`config.mk`:
```
export PLATFORM = sky130hd
export DESIGN_NAME = player_position
export DESIGN_NICKNAME = d
export VERILOG_FILES = /design/src/rtl/player_position.sv
export SDC_FILE = /design/constraint.sdc
export NUM_CORES = 1
export LEC_CHECK = 0
export CAP_MARGIN = 20
export CORE_MARGIN = 2
export CORE_UTILIZATION = 40
export DETAILED_ROUTE_END_ITERATION = 16
export SYNTH_ARGS = -nofsm -noshare
export SYNTH_HDL_FRONTEND = slang
export SYNTH_SLANG_ARGS = --single-unit
```
`constraint.sdc`:
```
create_clock -name clk -period 2.1 [get_ports clk]
set_input_delay 0.42 -clock clk [delete_from_list [all_inputs] [get_ports clk]]
set_output_delay 0.42 -clock clk [all_outputs]
set_load 0.005 [all_outputs]
```
`src/rtl/player_position.sv`:
```
// Two-team player vertical position tracker: synchronizes and debounces four buttons,
// derives a frame-start pulse from the raster counters and steps each player once per frame.
module player_position #(
   parameter int unsigned PLAYER_RADIUS   = 25,
   parameter int unsigned STEP            = 4,
   parameter int unsigned DEBOUNCE_CYCLES = 250000,
   parameter int unsigned INIT_POS        = 275,
   parameter int unsigned Y_MIN           = 35,
   parameter int unsigned Y_MAX           = 514
) (
   input  logic       clk,
   input  logic       rst,
   input  logic [9:0] x,
   input  logic [9:0] y,
   input  logic       t1_up,
   input  logic       t1_down,
   input  logic       t2_up,
   input  logic       t2_down,
   output logic [9:0] team1_ver_pos,
   output logic [9:0] team2_ver_pos,
   output logic       frame_tick
);

   localparam int unsigned CNT_W = (DEBOUNCE_CYCLES > 1) ? $clog2(DEBOUNCE_CYCLES) : 1;
   localparam logic [CNT_W-1:0] CNT_LAST = CNT_W'(DEBOUNCE_CYCLES - 1);
   localparam logic [10:0] TOP    = 11'(Y_MIN + PLAYER_RADIUS);
   localparam logic [10:0] BOT    = 11'(Y_MAX - PLAYER_RADIUS);
   localparam logic [10:0] STEP_W = 11'(STEP);

   // Button order: [0] t1_up, [1] t1_down, [2] t2_up, [3] t2_down
   logic [3:0]       raw;
   logic [3:0]       sync1;
   logic [3:0]       sync2;
   logic [3:0]       db;
   logic [CNT_W-1:0] cnt [4];

   logic             f;
   logic             f_prev;
   logic [9:0]       next1;
   logic [9:0]       next2;

   assign raw = {t2_down, t2_up, t1_down, t1_up};
   assign f   = (x == '0) && (y == '0);

   always_ff @(posedge clk) begin
      if (rst) begin
         sync1 <= '0;
         sync2 <= '0;
      end else begin
         sync1 <= raw;
         sync2 <= sync1;
      end
   end

   // A change is accepted on the DEBOUNCE_CYCLES-th consecutive mismatching sample.
   always_ff @(posedge clk) begin
      if (rst) begin
         db <= '0;
         for (int unsigned i = 0; i < 4; i++) begin
            cnt[i] <= '0;
         end
      end else begin
         for (int unsigned i = 0; i < 4; i++) begin
            if (sync2[i] == db[i]) begin
               cnt[i] <= '0;
            end else if (cnt[i] == CNT_LAST) begin
               db[i]  <= ~db[i];
               cnt[i] <= '0;
            end else begin
               cnt[i] <= cnt[i] + 1'b1;
            end
         end
      end
   end

   always_ff @(posedge clk) begin
      if (rst) begin
         f_prev     <= 1'b0;
         frame_tick <= 1'b0;
      end else begin
         f_prev     <= f;
         frame_tick <= f & ~f_prev;
      end
   end

   function automatic logic [9:0] step_pos(input logic [9:0] pos, input logic up, input logic dn);
      logic [10:0] p;
      p = {1'b0, pos};
      if (up && !dn) begin
         p = (p < TOP + STEP_W) ? TOP : p - STEP_W;
      end else if (dn && !up) begin
         p = (p + STEP_W > BOT) ? BOT : p + STEP_W;
      end
      return p[9:0];
   endfunction

   always_comb begin
      next1 = step_pos(team1_ver_pos, db[0], db[1]);
      next2 = step_pos(team2_ver_pos, db[2], db[3]);
   end

   always_ff @(posedge clk) begin
      if (rst) begin
         team1_ver_pos <= 10'(INIT_POS);
         team2_ver_pos <= 10'(INIT_POS);
      end else if (frame_tick) begin
         team1_ver_pos <= next1;
         team2_ver_pos <= next2;
      end
   end

endmodule

```
==> results.txt, run 1 <==
----------------------------------------------------
[Placement]
  Global placer's final weighted congestion ... 0.8961
  Cell area after placement ... 7127 um^2
  Count of input and output buffers ... 46
  Final HPWL from detailed placement ... 8.934 mm

[Global routing]
  Layer carrying the most global-route usage ... met2
  Pin count of the biggest net entering global routing ... 37
  Met3 GRT Util ... 0.02922
  Leftover overflow at the end of global routing ... 0
  First-pass GRT wire length ... 21.10 mm
  Via count of the first global-routing pass ... 4631
  Global-route usage over all layers ... 0.1580
  Global routing met1 resource utilization ... 0.2018
  Global Route met2 Usage ... 0.2671
  Number of antenna violations at the first check in global routing ... 0

[Route]
  DR WL/cell ... 12.84 um
  Avg Vias per Cell ... 5.014
  Wire length reported by the detailed router ... 12.22 mm
  Vias post-DR ... 4773
  Number of violations reported at the end of detailed-routing iteration 0 ... 236
  Antenna Nets Post-Route ... 0
  # DRC ... 0
  Pre-Repair DR Iteration Count ... 4

[Clocking]
  Buffer levels on the longest clock path ... 2
  Hold buffers post-CTS ... 0
  Clock insertion delay at the later pin of the skew report ... 0.35 ns
  Count of H-tree levels built during CTS ... 3
  Number of clock buffers inserted by TritonCTS ... 9
  Number of sinks handled by clock tree synthesis ... 106
  Clock tree from TritonCTS ... done
  Post-CTS clock slew at the launch and capture registers of the worst setup and hold paths ... 0.07 ns
  Buffer type at the clock tree root ... clkbuf_16

[Logic synthesis]
  Sequential cell area fraction in the yosys report ... 0.4637
  Synth Instances ... 631
  Post-synthesis average cell area ... 9.716 um^2
  Post-synthesis compound-gate area fraction ... 0.09939
  Count of distinct cell types in the synthesized netlist ... 71
  Share of synthesized registers carrying an async set or reset ... 0
  Adder and majority gate portion of the synthesized area ... 0.02449
  Number of synthesized register bits ... 106
  Total of warnings raised by yosys ... 0
  Mapped cell area ... 6131 um^2
  Main combinational cell family by area after synthesis ... simple AND/OR/NAND/NOR gates
  Flip-flop cell with the highest count after synthesis ... edfxtp_1
  XOR/XNOR Fraction of Synth Area ... 0.1012
  Synthesized-area fraction occupied by and/or/nand/nor cells ... 0.2555
  Mux share of post-synthesis cell area ... 0.01327
  Number of flops mapped to enable cells by yosys ... 72

[Power and ir drop]
  Peak supply drop ... 0.3796 mV
  LEAKAGE ... 0.002681 uW
  Power per cell area ... 574.4 nW/um^2
  Overall power consumption ... 4288 uW

[Layout]
  Share of layout cells above drive strength 1 ... 0.1008
  Nets ... 797
  Highest-count cells in the layout ignoring fill and taps ... nor2_1 (103), edfxtp_1 (72), conb_1 (72)
  Synth-to-layout area growth ... 21.76%
  Antenna fix cells ... 0
  Design Area, Final ... 7465 um^2
  Final-layout fill cell count ... 1449
  Most common cell after layout, fill and taps aside ... nor2_1

[Run]
  Max-cap viol count ... 0

[Setup path]
  CP cell instances ... buf_4, clkdlybuf4s50_1
  Type of the worst setup path ... flop to output port
  Kind of start point of the critical path ... flop
  Type of destination of the critical path ... output port
  Slowest cell delay on critical path ... 0.52 ns
  Critical path required time ... 1.68 ns
  Crit-path slowest cell ... dfxtp_1
  Arrival time worst endpoint ... 1.59 ns
  Peak fanout along the critical path ... 9

[STA]
  Max-slew violation total from the final report ... 0
  Setup violators final ... 0
  Final count of hold timing violations ... 0
  Final worst path period share ... 0.9562
  F_max ... 0.4980 GHz
  Post-layout minimum cycle time ... 2.008 ns
  Max Clock Skew ... 0.008770 ns

[Die]
  Die boundary width ... 127.8 um
  Floorplan die area ... 16330 um^2
  Initial standard-cell utilization of the core ... 0.4063
  Number of top-level pins ... 47
  Area of the core region ... 15090 um^2
  Floorplan die height ... 127.8 um
  Row Count ... 45

[Worst hold path]
  Worst min-delay path category ... flop to flop

[Outcome]
  Status ... completed

----------------------------------------------------
kinds of logic after synthesis:
group                      count (synthesis)
muxes                                      8
xor gates and xnor gates                  70
DFF                                      106
buffers and inverters                     46
and+or+nand+nor                          300
other                                      1
AOI/OAI and AO/OA                         88
adders and majority gates                 12
per-layer routing:
layer  vias to the layer above  wire length [um]
met2                       115              5799
li1                       2425                 -
met4                         0               195
met3                        17               551
met5                         -                 0
met1                      2216              5675
worst max-delay path, delay by kind of cell, from the launching register on:
| kind | cells | cell delay, ns |
|---|---|---|
| buf+inv | 2 | 0.72 |
| flops | 1 | 0.52 |
flip-flops by register name, indices dropped and copies added (netlist names):
register / count
sync2: 4
db: 4
cnt: 72
team1_ver_pos: 10
frame_tick: 1
sync1: 4
team2_ver_pos: 10
f_prev: 1
report_power, final:
| part | internal [uW] | total, uW | switching [uW] |
|---|---|---|---|
| clock network | 947 | 1700 | 750 |
| registers | 2300 | 2370 | 73.8 |
| logic | 118 | 220 | 102 |
| total | 3360 | 4290 | 926 |
stage by stage:
step	cells	hold WS, ns	worst slack (ns)	TNS, ns	util
4_1_cts	952	0.3833	0.07352	0	0.4922
3_3_place_gp	936	0.3721	0.1128	0	0.4723
6_report	952	0.3795	0.09201	0	0.4947
2_1_floorplan	702	0.3674	0.1708	0	-
5_1_grt	952	0.3899	-0.006183	-0.006183	0.4947
3_5_place_dp	936	0.3779	0.06931	0	0.4723
cell type report:
class	instances	area [um^2]	share of cell area
inverters	18	67.56	0.009051
multi-input cells	550	3334	0.4467
flip-flops and latches	106	2844	0.3810
repair buffers	74	683.2	0.09152
well taps	188	235.2	0.03151
clock inverters	4	20.02	0.002682
clock buffers	12	280.3	0.03755
path summary, 6_finish.rpt:
path                            startpoint                            end  slack, ns  depth (start not counted)
max reg2reg  team2_ver_pos[6]$_SDFFE_PP0P_  team2_ver_pos[7]$_SDFFE_PP0P_       0.12                          6
max          team2_ver_pos[5]$_SDFFE_PP0P_               team2_ver_pos[5]       0.09                          2
min reg2reg              f_prev$_SDFF_PP0_          frame_tick$_SDFF_PP0_       0.38                          1
min                      f_prev$_SDFF_PP0_          frame_tick$_SDFF_PP0_       0.38                          1
cell usage after synthesis, types with 3 or more instances:
cell	n	area, um^2
dfxtp_1	34	680.7
ha_1	12	150.1
a21oi_1	23	115.1
mux2i_1	7	70.07
clkbuf_1	7	26.28
and4_1	10	87.58
or3_1	3	18.77
nand3b_1	3	22.52
nand3_1	36	180.2
a31oi_1	4	25.02
and2_1	3	18.77
buf_2	9	45.04
nor2_1	103	386.6
o211ai_1	3	22.52
nor3b_1	6	45.04
edfxtp_1	72	2162
buf_4	4	30.03
a211oi_1	4	30.03
nor3_1	9	45.04
nand4_1	10	62.56
nand2b_1	9	56.30
o21ai_0	20	100.1
nor2b_1	20	125.1
nand2_1	45	168.9
xor2_1	36	315.3
xnor2_1	33	289.0
nor4b_1	5	43.79
o21bai_1	3	22.52
and3_1	11	68.82
a21o_1	4	30.03
nor4_1	9	56.30
or2_2	4	25.02
buf_6	6	67.56
inv_1	17	63.81
what timing repair did:
item,CTS,global route
setup buffers,0,0
setup endpoints to repair,0,10
resized for setup,0,9
Note: power is estimated with default switching activity, not from simulation.
==> run 2: changes to the inputs <==
--- a/config.mk
+++ b/config.mk
@@ -11,2 +11,3 @@
 export DETAILED_ROUTE_END_ITERATION = 16
+export MAX_ROUTING_LAYER = met4
 export SYNTH_ARGS = -nofsm -noshare
==> constraint.sdc (replaced) <==
create_clock -name clk -period 2.1 [get_ports clk]
set_input_delay 0.315 -clock clk [delete_from_list [all_inputs] [get_ports clk]]
set_output_delay 0.315 -clock clk [all_outputs]
set_load 0.005 [all_outputs]
==> run 2 against run 1 <==
Routed wire length grew 1.9%. Combinational power is essentially flat. First-iteration DRC count decreased by 15%. Power increased by 1.9%. Core utilization fell by 0.20 points. Cell area is 0.40% lower. Hold slack better by 0.0043 ns. Count of clock-buffer cells in the layout rose by 4. Non-clock buffer count is 2 lower. Sequential share of layout area up 0.20 points. Global-route usage is 0.77 points higher. Die area did not move. Critical path type is now flop to flop. Largest power group unchanged.
==> results.txt, run 2 (synthesized netlist as in run 1, its figures left out) <==
----------------------------------------------------
[Outcome]
  Status ... completed

[Layout]
  Design Area, Final ... 7435 um^2 (-0.40%)
  Highest-count cells in the layout ignoring fill and taps ... nor2_1 (102), edfxtp_1 (72), conb_1 (72)
  Sequential cell area ... 2848 um^2 (+0.13%)
  Nets ... 795 (-0.25%)
  Final-layout fill cell count ... 1427 (-1.5%)
  Antenna fix cells ... 0 (unchanged)
  Leading registers by flop count ... cnt (72), team1_ver_pos (10), team2_ver_pos (10)
  Total area of multi-input combinational cells ... 3317 um^2 (-0.53%)
  Register with the highest flop count ... cnt
  Synth-to-layout area growth ... 21.27%
  Share of layout cells above drive strength 1 ... 0.09843 (-0.002360)
  Most common cell after layout, fill and taps aside ... nor2_1
  Number of flip-flops in the largest register ... 72 (unchanged)

[STA]
  Setup violators final ... 0 (unchanged)
  Max-slew violation total from the final report ... 0 (unchanged)
  Sum Neg Setup Slack ... 0 ns (unchanged)
  Post-layout minimum cycle time ... 1.990 ns (-0.01813 ns)
  Least setup slack across all paths after layout ... 0.1101 ns (+0.01813 ns)
  Max Clock Skew ... 0.008720 ns (-0.00004927 ns)
  Final worst path period share ... 0.9476 (-0.008634)
  Final count of hold timing violations ... 0 (unchanged)
  F_max ... 0.5025 GHz (+0.91%)

[Power and ir drop]
  Peak supply drop ... 0.3577 mV (-5.8%)
  Power per cell area ... 587.4 nW/um^2 (+2.3%)
  Overall power consumption ... 4367 uW (+1.9%)
  LEAKAGE ... 0.002671 uW (-0.36%)

[Global routing]
  Global-route usage over all layers ... 0.1657 (+0.007704)
  Layer carrying the most global-route usage ... met2
  Number of antenna violations at the first check in global routing ... 0 (unchanged)
  Global Route met2 Usage ... 0.2567 (-0.01038)
  First-pass GRT wire length ... 21.32 mm (+1.0%)
  Met3 GRT Util ... 0.03756 (+0.008347)
  Pin count of the biggest net entering global routing ... 19 (-49%)
  Leftover overflow at the end of global routing ... 0 (unchanged)
  Global routing met1 resource utilization ... 0.2082 (+0.006392)
  Via count of the first global-routing pass ... 4736 (+2.3%)

[Die]
  Initial standard-cell utilization of the core ... 0.4063 (unchanged)
  Floorplan die area ... 16330 um^2 (unchanged)
  Row Count ... 45 (unchanged)
  Number of top-level pins ... 47 (unchanged)
  Area of the core region ... 15090 um^2 (unchanged)
  Die boundary width ... 127.8 um (unchanged)
  Floorplan die height ... 127.8 um (unchanged)

[Setup path]
  Type of destination of the critical path ... flop
  Kind of start point of the critical path ... flop
  Worst r2r path cells ... 7 (+1)
  Arrival time worst endpoint ... 2.26 ns (+0.67 ns)
  Peak fanout along the critical path ... 7 (-2)
  Type of the worst setup path ... flop to flop
  Critical path required time ... 2.37 ns (+0.69 ns)

[Route]
  Avg Vias per Cell ... 4.993 (-0.42%)
  Antenna Nets Post-Route ... 0 (unchanged)
  Pre-Repair DR Iteration Count ... 4 (unchanged)
  # DRC ... 0 (unchanged)
  Number of violations reported at the end of detailed-routing iteration 0 ... 200 (-15%)
  DR WL/cell ... 13.11 um (+2.2%)
  Wire length reported by the detailed router ... 12.46 mm (+1.9%)
  Vias post-DR ... 4743 (-0.63%)

[Clocking]
  Number of clock buffers inserted by TritonCTS ... 9 (unchanged)
  Number of gates resized after cts ... 0 (unchanged)
  Post-CTS clock slew at the launch and capture registers of the worst setup and hold paths ... 0.07 ns (about the same)
  Setup bufs post-CTS ... 0 (unchanged)
  Number of sinks handled by clock tree synthesis ... 106 (unchanged)
  Clock tree from TritonCTS ... done
  Hold buffers post-CTS ... 0 (unchanged)
  Count of H-tree levels built during CTS ... 3 (unchanged)
  Buffer levels on the longest clock path ... 2 (unchanged)
  Clock insertion delay at the later pin of the skew report ... 0.36 ns (about the same)
  Buffer type at the clock tree root ... clkbuf_16

[Placement]
  Global placer's final weighted congestion ... 0.9288 (+3.6%)
  Final HPWL from detailed placement ... 8.872 mm (-0.70%)
  Count of input and output buffers ... 46 (unchanged)
  Setup slack at placement ... 0.07089 ns (+0.001585 ns)
  Cell area after placement ... 7099 um^2 (-0.39%)

[Worst hold path]
  Hold depth ... 1 (unchanged)
  Worst min-delay path category ... flop to flop

[Run]
  Max-cap viol count ... 0 (unchanged)

----------------------------------------------------
## run 2: layer usage
metal  wire length (um)  share of wire  vias to the layer above
met2               5675           0.46                       99
li1                   -              -                     2429
met4                261          0.021                        0
met3                562          0.045                       17
met5                  0              0                        -
met1               5959           0.48                     2198
## run 2: power breakdown
part           leakage [uW]  switching [uW]  internal, uW  total [uW]
registers           0.00102            73.6          2300        2370
logic               0.00150             103           116         219
clock network      0.000154             766          1010        1780
## run 2: final timing paths
path	slack, ns	end	start
max	0.11	team2_ver_pos[7]$_SDFFE_PP0P_	team2_ver_pos[3]$_SDFFE_PP0P_
min	0.38	frame_tick$_SDFF_PP0_	f_prev$_SDFF_PP0_
min reg2reg	0.38	frame_tick$_SDFF_PP0_	f_prev$_SDFF_PP0_
max reg2reg	0.11	team2_ver_pos[7]$_SDFFE_PP0P_	team2_ver_pos[3]$_SDFFE_PP0P_
## run 2: area by class of cell
cell class	count	area share
sequential	106	0.3830
tap	188	0.03164
timing repair buffer	72	0.08819
multi-input combinational	550	0.4461
inverter	18	0.009088
clock buffer	16	0.04191
## run 2: critical path: stages (launching register included)
cell,delay (ns)
dfxtp_2,0.39
inv_1,0.10
ha_1,0.33
o21ai_0,0.16
a21oi_2,0.18
a31oi_2,0.18
or2_4,0.30
a311oi_2,0.25
## run 2: per-stage QoR
step | utilization | hold WS (ns) | cells
final | 0.4927 | 0.3838 | 950
after global placement | 0.4705 | 0.3721 | 934
after floorplan | - | 0.3674 | 702
after global routing | 0.4927 | 0.4013 | 950
after detailed placement | 0.4705 | 0.3752 | 934
after CTS | 0.4911 | 0.3847 | 950
==> run 3: changes to the inputs <==
- TNS_END_PERCENT: unset -> 30
==> results of run 3 <==
Final layout, timing and power as in run 2 (identical DEF).
